$ cat src/rtl/fetch_queue.sv
// ---------------------------------------------------------------------------
// fetch_queue
// Decoupling FIFO between instruction fetch and the IF/ID pipeline register.
// Fetch pushes {pc, instr} pairs. Decode sees the oldest entry through a
// valid/ready handshake, and its ready signal drives the IF/ID register
// enable. A redirect (mispredict or exception) flushes the whole queue on the
// next edge, which matches the clear behaviour of the IF/ID register.
//
// Parameters
//   DEPTH  entry count (power of 2, >= 2)
//   XLEN   PC width
//   ILEN   instruction word width
//
// Ports
//   clk        rising-edge clock
//   rst        asynchronous active-high reset
//   flush      synchronous flush, highest priority after rst
//   in_valid   fetch presents an entry
//   in_ready   queue can accept an entry (not full)
//   in_pc      PC of the incoming instruction
//   in_instr   incoming instruction word
//   out_valid  head entry valid (not empty)
//   out_ready  decode consumes the head entry this cycle
//   out_pc     PC of the head entry (0 when empty)
//   out_instr  instruction word of the head entry (0 when empty)
//   count      number of occupied entries
// ---------------------------------------------------------------------------
module fetch_queue #(
    parameter int DEPTH = 8,
    parameter int XLEN  = 32,
    parameter int ILEN  = 32,
    localparam int PW   = $clog2(DEPTH),
    localparam int CW   = $clog2(DEPTH + 1)
) (
    input  logic            clk,
    input  logic            rst,
    input  logic            flush,
    input  logic            in_valid,
    output logic            in_ready,
    input  logic [XLEN-1:0] in_pc,
    input  logic [ILEN-1:0] in_instr,
    output logic            out_valid,
    input  logic            out_ready,
    output logic [XLEN-1:0] out_pc,
    output logic [ILEN-1:0] out_instr,
    output logic [CW-1:0]   count
);

    logic [XLEN-1:0] mem_pc    [DEPTH];
    logic [ILEN-1:0] mem_instr [DEPTH];

    logic [PW-1:0] wr_ptr;
    logic [PW-1:0] rd_ptr;
    logic          push;
    logic          pop;

    // Full and empty are derived from the occupancy count, so a full queue
    // refuses a push even if decode drains an entry in the same cycle.
    assign in_ready  = (count != CW'(DEPTH));
    assign out_valid = (count != '0);
    assign push      = in_valid & in_ready;
    assign pop       = out_valid & out_ready;

    // Head entry is read straight from storage; an empty queue shows zeros
    // so stale storage never leaks to decode.
    always_comb begin
        out_pc    = '0;
        out_instr = '0;
        if (out_valid) begin
            out_pc    = mem_pc[rd_ptr];
            out_instr = mem_instr[rd_ptr];
        end
    end

    // Pointers and count. Flush wins over any push/pop in the same cycle.
    // Pointers are exactly log2(DEPTH) bits so they wrap on their own.
    always_ff @(posedge clk or posedge rst) begin
        if (rst) begin
            wr_ptr <= '0;
            rd_ptr <= '0;
            count  <= '0;
        end else if (flush) begin
            wr_ptr <= '0;
            rd_ptr <= '0;
            count  <= '0;
        end else begin
            if (push) begin
                wr_ptr <= wr_ptr + PW'(1);
            end
            if (pop) begin
                rd_ptr <= rd_ptr + PW'(1);
            end
            case ({push, pop})
                2'b10:   count <= count + CW'(1);
                2'b01:   count <= count - CW'(1);
                default: count <= count;
            endcase
        end
    end

    // Storage is not reset; the write is suppressed on a flush cycle so a
    // discarded push leaves nothing behind.
    always_ff @(posedge clk) begin
        if (push && !flush) begin
            mem_pc[wr_ptr]    <= in_pc;
            mem_instr[wr_ptr] <= in_instr;
        end
    end

    // Occupancy bookkeeping must agree with the pointer distance, and an
    // empty queue must present a zero PC.
    always_ff @(posedge clk) begin
        if (!rst) begin
            assert (count <= CW'(DEPTH));
            assert (PW'(count) == PW'(wr_ptr - rd_ptr));
            assert (!(out_valid == 1'b0 && out_pc != '0));
        end
    end

endmodule

$ cat config.mk
export PLATFORM = sky130hd
export DESIGN_NAME = fetch_queue
export DESIGN_NICKNAME = d
export VERILOG_FILES = /design/src/rtl/fetch_queue.sv
export SDC_FILE = /design/constraint.sdc
export NUM_CORES = 1
export LEC_CHECK = 0
export ABC_AREA = 1
export BUFFER_PORTS_ARGS = -buffer_cell sky130_fd_sc_hd__buf_2
export CAP_MARGIN = 15
export CORE_MARGIN = 4
export CORE_UTILIZATION = 29
export CTS_CLUSTER_DIAMETER = 60
export DETAILED_ROUTE_END_ITERATION = 10
export GPL_TIMING_DRIVEN = 0
export HOLD_SLACK_MARGIN = 0.06
export SYNTH_ARGS = -nofsm -noshare
export SYNTH_HDL_FRONTEND = slang
export SYNTH_SLANG_ARGS = --single-unit
$ cat constraint.sdc
create_clock -name clk -period 3.8 [get_ports clk]
set_input_delay 0.38 -clock clk [delete_from_list [all_inputs] [get_ports clk]]
set_output_delay 0.38 -clock clk [all_outputs]
set_load 0.02 [all_outputs]
# ---- Word level (Yosys, flattened, before mapping)
# Memory sizes are Yosys's and may differ from the RTL's.
# Index checks and enable logic that the tools add are counted.
dict set report classes {
  addsub 4
  eq_ne 3
  mux 10
  bitwise_logic 2
  reduce_logical 6
}
# operator n
set op_table {}
lappend op_table {{$mux 32} 2}
lappend op_table {{$mux 3} 4}
lappend op_table {{$pmux 4 s2} 1}
lappend op_table {{$add 3x1->3 const B} 2}
lappend op_table {{$add 4x1->4 const B} 1}
lappend op_table {{$mux 4} 1}
lappend op_table {{$ne 4x4->1 const B} 1}
lappend op_table {{$reduce_bool 2->1} 2}
lappend op_table {{$reduce_bool 4->1} 1}
lappend op_table {{$sub 4x1->4 const B} 1}
lappend op_table {{$reduce_bool 3->1} 1}
lappend op_table {{$and 1x1->1} 2}
lappend op_table {{$eq 2x1->1 const B} 1}
lappend op_table {{$eq 2x2->1 const B} 1}
lappend op_table {{$mux 1} 2}
lappend op_table {{$logic_and 1x1->1} 1}
lappend op_table {{$logic_not 1->1} 1}
dict set report totals {
  ff_bits 10
  ramBits 512
  input_bits 69
  out_inout_bits 70
  elab_cells 30
  mem_count 2
}
# memory words width rd rd_ports_with_merged_regs wr line
set memory_table {}
lappend memory_table {mem_instr 8 32 1 0 1 50} ;# logic [ILEN-1:0] mem_instr [DEPTH];
lappend memory_table {mem_pc 8 32 1 0 1 49} ;# logic [XLEN-1:0] mem_pc [DEPTH];

# ---- Logic depth before layout (Yosys ltp)
# Gate-level depths: netlist of the first run.
dict set report depth {
  ltp_word 5
  mapped_depth 14
  ltp_nobuf 14
}

# ---- Least setup slack after synthesis of the first run
# OpenSTA, ideal clock, no wires.
dict set report synth_path {
  path_type {register to register}
  startpoint {register count[0]}
  endpoint {memory mem_instr[0][0], enable pin}
  setup_time_ns 0.486
  arrival_time_ns 3.926
  required_time_ns 3.314
  slack_ns -0.613
  path_stages_with_launch 7
  path_buffers 0
  synth_period_minus_slack_ns 4.413
  cell_sequence {dfrtp_1 nor2_1 nand2_1 nand2_1 nor2_1 nand2_1 nor2_1}
}
dict set report synth_between {
  elab_chain_cells 5
}
# element line
set synth_rtl {}
lappend synth_rtl {{start: declaration} 46} ;# output logic [CW-1:0] count
lappend synth_rtl {{start signal: assignment} 94} ;# 2'b10: count <= count + CW'(1);
lappend synth_rtl {{start signal: assignment} 95} ;# 2'b01: count <= count - CW'(1);
lappend synth_rtl {{start signal: assignment} 96} ;# default: count <= count;
lappend synth_rtl {{$ne 4x4->1} 59} ;# assign in_ready = (count != CW'(DEPTH));
lappend synth_rtl {{net in_ready} 39} ;# output logic in_ready,
lappend synth_rtl {{$and 1x1->1} 61} ;# assign push = in_valid & in_ready;
lappend synth_rtl {{$logic_and 1x1->1} 104} ;# if (push && !flush) begin
lappend synth_rtl {{$mux 1} 104}
lappend synth_rtl {{$mux 1 (implied by the code)} 106} ;# mem_instr[wr_ptr] <= in_instr;
lappend synth_rtl {{end: declaration} 50}
# The timed path passes the listed nets, and every way through them passes these cells.

# ---- Worst setup path after layout of the first run
dict set report layout_path {
  startpoint {register rd_ptr[0]}
  endpoint {output port out_instr[3]}
}
dict set report layout_between {
  elab_chain_cells 2
}
# element line
set layout_rtl {}
lappend layout_rtl {{start: declaration} 53} ;# logic [PW-1:0] rd_ptr;
lappend layout_rtl {{start signal: assignment} 91} ;# rd_ptr <= rd_ptr + PW'(1);
lappend layout_rtl {{$mem_v2 8x32} n/a}
lappend layout_rtl {{$mux 32} 69} ;# if (out_valid) begin
lappend layout_rtl {{end: declaration} 45} ;# output logic [ILEN-1:0] out_instr,
# Every way passes these cells.

==> flow_metrics.py, run 1 <==
metrics = {
    "outcome": {
        "status": "finished clean",
    },
    "worst_setup_path": {
        "r2r-end": "mem_instr[1][0]",
        "startpoint_type": "flop",
        "crit_type": "reg2out",
        "r2r_start": "count[3]",
        "cp.arrival_ns": 3.23,
        "end_kind": "primary output",
        "rrSetupSlack_ns": 1.01,
        "critPathMaxFanout": 10,
        "r2r_cells": 9,
        "startpoint": "rd_ptr[0]",
        "required_ns": 3.42,
    },
    "yosys": {
        "yosysTopAreaCell": "edfxtp_1",
        "yosysMostFrequentCell": "nor2_1",
        "synth_cell_types": 21,
        "synth-main-ff-cell": "edfxtp_1",
        "synth.area.mux_share_pct": 0,
        "yosys_warnings": 0,
        "syn_area_sq_um": 20500,
        "synth-xor-area-share_pct": 0.0427,
        "syn_inst": 1547,
        "synth_compound_area_share_pct": 10.5,
        "async_flop_share_pct": 1.92,
        "synth_common_cells": "nor2_1 (529), edfxtp_1 (512), o21ai_0 (174)",
        "synth_top_family_by_area": "compound AO/OA/AOI/OAI gates",
        "avgSynthCellArea_sq_um": 13.3,
        "synth_edf_count": 512,
        "synth_top_area_share_pct": 74.9,
        "synthAdderAreaFrac_pct": 0.244,
        "syn_nets": 1620,
        "synth.area.top_cells": "edfxtp_1 (75%), nor2_1 (9.7%), o32ai_1 (5.5%)",
        "ys_ff_latch": 522,
        "synth-simple-area-share_pct": 10.4,
        "ys_seq_area_share_pct": 76.1,
    },
    "final_layout": {
        "finish.utilization_pct": 35.6,
        "synthToLayoutAreaGrowth_pct": 21.8,
        "register_area_sq_um": 15600,
        "post_route_cells_drive_above_1_share_pct": 15.0,
        "fillerInstances": 6811,
        "multi_input_area_sq_um": 4400,
        "nNetsFinal": 1889,
    },
    "drt": {
        "num_vias": 13800,
        "via_per_inst": 4.93,
        "drc": 0,
        "wirelength_um": 58000,
        "drt_iter0_drc": 1338,
        "wl_per_cell_um": 20.7,
        "drt_first_pass_iters": 5,
        "final_antenna_net_count": 0,
    },
    "floorplan": {
        "die_h_um": 274,
        "dieArea_sq_um": 75100,
        "ios": 139,
        "start_util_pct": 29.3,
        "die_w_um": 274,
        "rows": 97,
        "coreArea_sq_um": 70100,
    },
    "min_path": {
        "worst_hold_path_type": "in2reg",
        "hold_depth": 1,
        "min_from": "in_pc[4]",
        "hold_end": "mem_pc[0][4]",
    },
    "power_and_ir_drop": {
        "powerDensity_nw_per_um2": 716,
        "p_leak_nw": 8.46,
        "power.share.sequential_pct": 36.8,
        "internal-power_mw": 11.2,
        "switchingPower_mw": 6.74,
        "vdd_drop_max_mv": 0.368,
        "power_mw": 17.9,
        "combPwrFrac_pct": 35.6,
        "swShare_pct": 37.6,
        "p_clk_share_pct": 27.7,
    },
    "sta": {
        "final_hold_viol_count": 0,
        "skew_ns": 0.0162,
        "tightestPinTransition_ns": 0.981,
        "fin_crit_ns": 3.61,
        "rsz0062_at_grt": "false",
        "fmax_mhz": 277,
        "min_period_over_period_pct": 95.1,
        "max-slew-margin-rel_pct": 34.4,
        "setup_violations": 0,
        "slew_viol_final": 0,
    },
    "grt": {
        "grt_overflow_total": 0,
        "grt_usage_pct": 15.0,
        "grt_pass1_wl_um": 86000,
        "first_global_vias": 13800,
        "antenna_found_initial": 4,
        "grt_max_degree": 27,
    },
    "clock_network": {
        "clock_latency_ns": 0.60,
        "cts_root_buffer": "clkbuf_16",
        "hold_buffers": 60,
        "cts_tree": "yes",
        "cts_resized": 0,
        "cts_made_buffers": 53,
        "post_cts_buffers": 0,
        "clock_path_buffers": 3,
        "clk_pin_slew_worst_paths_ns": 0.06,
        "cts_sinks": 522,
        "cts_max_level": 2,
    },
    "place": {
        "dp_hpwl_um": 37500,
        "portBuffers": 138,
        "gp_congestion": 0.766,
    },
    "run": {
        "cap_violations": 0,
    },
}
layout by cell type (no fill, tap or decap), drive strengths merged, types with 10 or more instances in the layout:
master,instances
nand2,31
o32ai,128
dlygate4sd3,60
clkinv,25
buf,197
dfrtp,10
o21ai,198
edfxtp,512
inv,21
nor2,529
clkbuf,124
how the worst max path moves through the flow:
stage,to,slack (ns),cells after the start
2_1_floorplan,mem_instr[0][0],-0.61,6
3_3_place_gp,mem_pc[1][24],-3.24,6
3_5_place_dp,out_instr[3],0.77,9
4_1_cts,out_instr[3],0.12,9
5_1_grt,out_instr[3],0.02,9
6_report,out_instr[3],0.19,9
metrics by stage:
step           instances  hold slack, ns  TNS (ns)  worst slack (ns)  area (sq um)
2_1_floorplan       1547           0.220   -310.42            -0.613         20500
3_3_place_gp        2625           0.387  -1553.60             -3.24         22400
3_5_place_dp        2641           0.397         0             0.766         22800
4_1_cts             2796          0.0630         0             0.116         25000
5_1_grt             2796          0.0870         0            0.0219         25000
6_report            2797          0.0966         0             0.187         25000
logic make-up (layout without fill, tap and decap cells):
family / after synthesis / in the layout
and+or+nand+nor: 565 / 565
DFF: 522 / 522
AOI/OAI and AO/OA: 332 / 332
buffers and inverters: 123 / 432
adders and majority gates: 4 / 4
xor gates and xnor gates: 1 / 1
other: 0 / 1
registers in the layout, indices dropped and copies added (netlist names):
name and cells:
mem_pc 256, wr_ptr 3, rd_ptr 3, count 4, mem_instr 256
layer usage:
layer	vias to the layer above	global-route usage [%]	part of all wire (%)
met1	6923	20.1	43
met2	514	24.9	49
met5	-	0	0.047
met4	4	4.63	2.3
met3	101	2.48	6.2
li1	6252	-	-
power groups by stage:
stage	Clock, mW	Combinational [mW]	Sequential, mW
global placement	0	6.29	6.72
finish	4.95	6.37	6.58
global route	5.27	6.97	6.59
CTS	5.02	6.47	6.58
detailed placement	0	6.39	6.70
floorplan	0	3.77	6.70
final cells by class:
type | instances | area share [%]
inverter | 18 | 0.270
antenna | 1 | 0.0100
clock buffer | 62 | 5.44
clock inverter | 33 | 1.06
sequential | 522 | 62.5
multi-input combinational | 902 | 17.6
tap | 940 | 4.70
timing repair buffer | 214 | 6.45
buffer | 105 | 1.99
critical path, stage by stage (launching register included):
cell and delay (ns):
dfrtp_1 0.54, buf_4 0.29, inv_2 0.12, buf_2 0.28, clkbuf_1 0.58, nor2_1 0.09
o32ai_1 0.15, nor2_1 0.06, nor2_1 0.31, buf_2 0.23
Power figures use the tool's default switching activity.
==> run 2, diff against run 1 <==
--- a/config.mk
+++ b/config.mk
@@ -9,11 +9,12 @@
 export BUFFER_PORTS_ARGS = -buffer_cell sky130_fd_sc_hd__buf_2
 export CAP_MARGIN = 15
 export CORE_MARGIN = 4
-export CORE_UTILIZATION = 29
+export CORE_UTILIZATION = 54
 export CTS_CLUSTER_DIAMETER = 60
 export DETAILED_ROUTE_END_ITERATION = 10
 export GPL_TIMING_DRIVEN = 0
 export HOLD_SLACK_MARGIN = 0.06
+export PLACE_DENSITY = 0.75
 export SYNTH_ARGS = -nofsm -noshare
 export SYNTH_HDL_FRONTEND = slang
 export SYNTH_SLANG_ARGS = --single-unit
==> flow_metrics.py, run 2 (same netlist as run 1, synthesis figures left out) <==
metrics = {
    "outcome": {
        "status": "finished clean",
    },
    "worst_setup_path": {
        "critPathMaxFanout": 10,
        "required_ns": 3.42,
        "r2r-end": "mem_instr[6][12]",
        "cp.arrival_ns": 3.19,
        "r2r_cells": 8,
        "crit_type": "reg2out",
        "rrSetupSlack_ns": 1.17,
        "r2r_start": "count[0]",
        "startpoint_type": "flop",
        "end_kind": "primary output",
    },
    "drt": {
        "wl_per_cell_um": 22.3,
        "num_vias": 14000,
        "final_antenna_net_count": 0,
        "drt_iter0_drc": 1480,
        "wirelength_um": 52400,
        "drc": 0,
        "drt_first_pass_iters": 5,
        "via_per_inst": 5.95,
    },
    "clock_network": {
        "clock_latency_ns": 0.59,
        "cts_tree": "yes",
        "cts_max_level": 2,
        "cts_made_buffers": 51,
        "clk_pin_slew_worst_paths_ns": 0.06,
        "post_cts_buffers": 0,
        "cts_resized": 0,
        "clock_path_buffers": 3,
        "cts_root_buffer": "clkbuf_16",
        "cts_sinks": 522,
    },
    "sta": {
        "skew_ns": 0.0214,
        "final_hold_viol_count": 0,
        "tightestPinTransition_ns": 0.890,
        "tns_ns": 0,
        "fin_crit_ns": 3.57,
        "slew_viol_final": 0,
        "rsz0062_at_grt": "false",
        "fmax_mhz": 280,
        "hold_ws_ns": 0.0874,
        "setup_violations": 0,
        "min_period_over_period_pct": 94.0,
        "max-slew-margin-rel_pct": 40.6,
    },
    "grt": {
        "antenna_found_initial": 1,
        "grtUsageMet1_pct": 33.4,
        "first_global_vias": 13800,
        "grtUsageMet3_pct": 4.18,
        "grt_busiest_layer": "met2",
        "grt_usage_pct": 25.0,
        "grt_overflow_total": 0,
        "grt_max_degree": 28,
        "grt_pass1_wl_um": 79300,
        "met2_usage_pct": 42.3,
    },
    "final_layout": {
        "synthToLayoutAreaGrowth_pct": 18.9,
        "nNetsFinal": 1872,
        "final_common_cell": "nor2_1",
        "final_cell_mix": "nor2_1 (521), edfxtp_1 (512), o21ai_0 (174)",
        "reg.largest.list": "mem_instr (256), mem_pc (256), count (4)",
        "post_route_cells_drive_above_1_share_pct": 14.9,
        "final_cells": 2349,
    },
    "floorplan": {
        "rows": 71,
        "dieArea_sq_um": 41200,
        "die_w_um": 203,
        "die_h_um": 203,
        "ios": 139,
        "start_util_pct": 54.6,
        "coreArea_sq_um": 37600,
    },
    "place": {
        "dp_hpwl_um": 33200,
        "gp_congestion": 0.801,
        "portBuffers": 138,
        "dp.cells": 2216,
    },
    "power_and_ir_drop": {
        "powerDensity_nw_per_um2": 721,
        "p_leak_nw": 8.43,
        "power_mw": 17.6,
        "vdd_drop_max_mv": 0.619,
    },
    "run": {
        "cap_violations": 0,
    },
    "min_path": {
        "hold_depth": 1,
        "hold_end": "mem_pc[1][10]",
        "worst_hold_path_type": "in2reg",
        "min_from": "in_pc[10]",
    },
}
==> run 2: stage by stage <==
stage               utilization [%]  cell area [sq um]  worst slack (ns)
floorplan                         -              20500            -0.613
global placement               58.2              21900             -2.81
finish                         65.0              24400             0.228
global route                   65.0              24400             0.128
CTS                            65.0              24400             0.239
detailed placement             59.6              22400             0.926
==> run 2: layout make-up <==
type / count / area (sq um)
sequential: 522 / 15600
fill: 2695 / 13200
inverter: 18 / 67.6
timing repair buffer: 199 / 1590
clock inverter: 20 / 186
multi-input combinational: 902 / 4400
antenna: 1 / 2.50
clock buffer: 71 / 1400
buffer: 105 / 497
tap: 511 / 639
==> run 2: metal layers <==
metal	up-vias	wire (um)
met4	0	1340
met2	717	26400
met3	100	4470
met5	-	0
met1	6934	20200
li1	6226	-
==> run 2: report_power, final <==
group          switching [mW]  internal, mW  total, mW
clock network            2.07          2.77       4.84
registers              0.0797          6.50       6.58
logic                    4.34          1.85       6.19
total                    6.49          11.1       17.6
==> run 2: worst max path at each step <==
stage               from         endpoint  slack (ns)  cells after the start
2_1_floorplan   count[0]  mem_instr[0][0]       -0.61                      6
3_3_place_gp    count[3]  mem_instr[3][7]       -2.81                      7
3_5_place_dp   rd_ptr[0]     out_instr[4]        0.93                      9
4_1_cts        rd_ptr[0]     out_instr[4]        0.24                      9
5_1_grt        rd_ptr[0]     out_instr[4]        0.13                      9
6_report       rd_ptr[0]     out_instr[4]        0.23                      9
==> run 2: timing repair <==
action                                  in CTS  in global routing
endpoints found under the hold margin      301                  0
endpoints found under the setup margin       0                  0
hold buffers                                41                  0
==> run 2: worst max-delay path: stages (launching register included) <==
cell,delay [ns]
dfrtp_1,0.53
buf_4,0.28
inv_2,0.11
buf_2,0.28
clkbuf_1,0.55
nor2_1,0.10
o32ai_1,0.20
nor2_1,0.08
nor2_1,0.25
buf_2,0.22
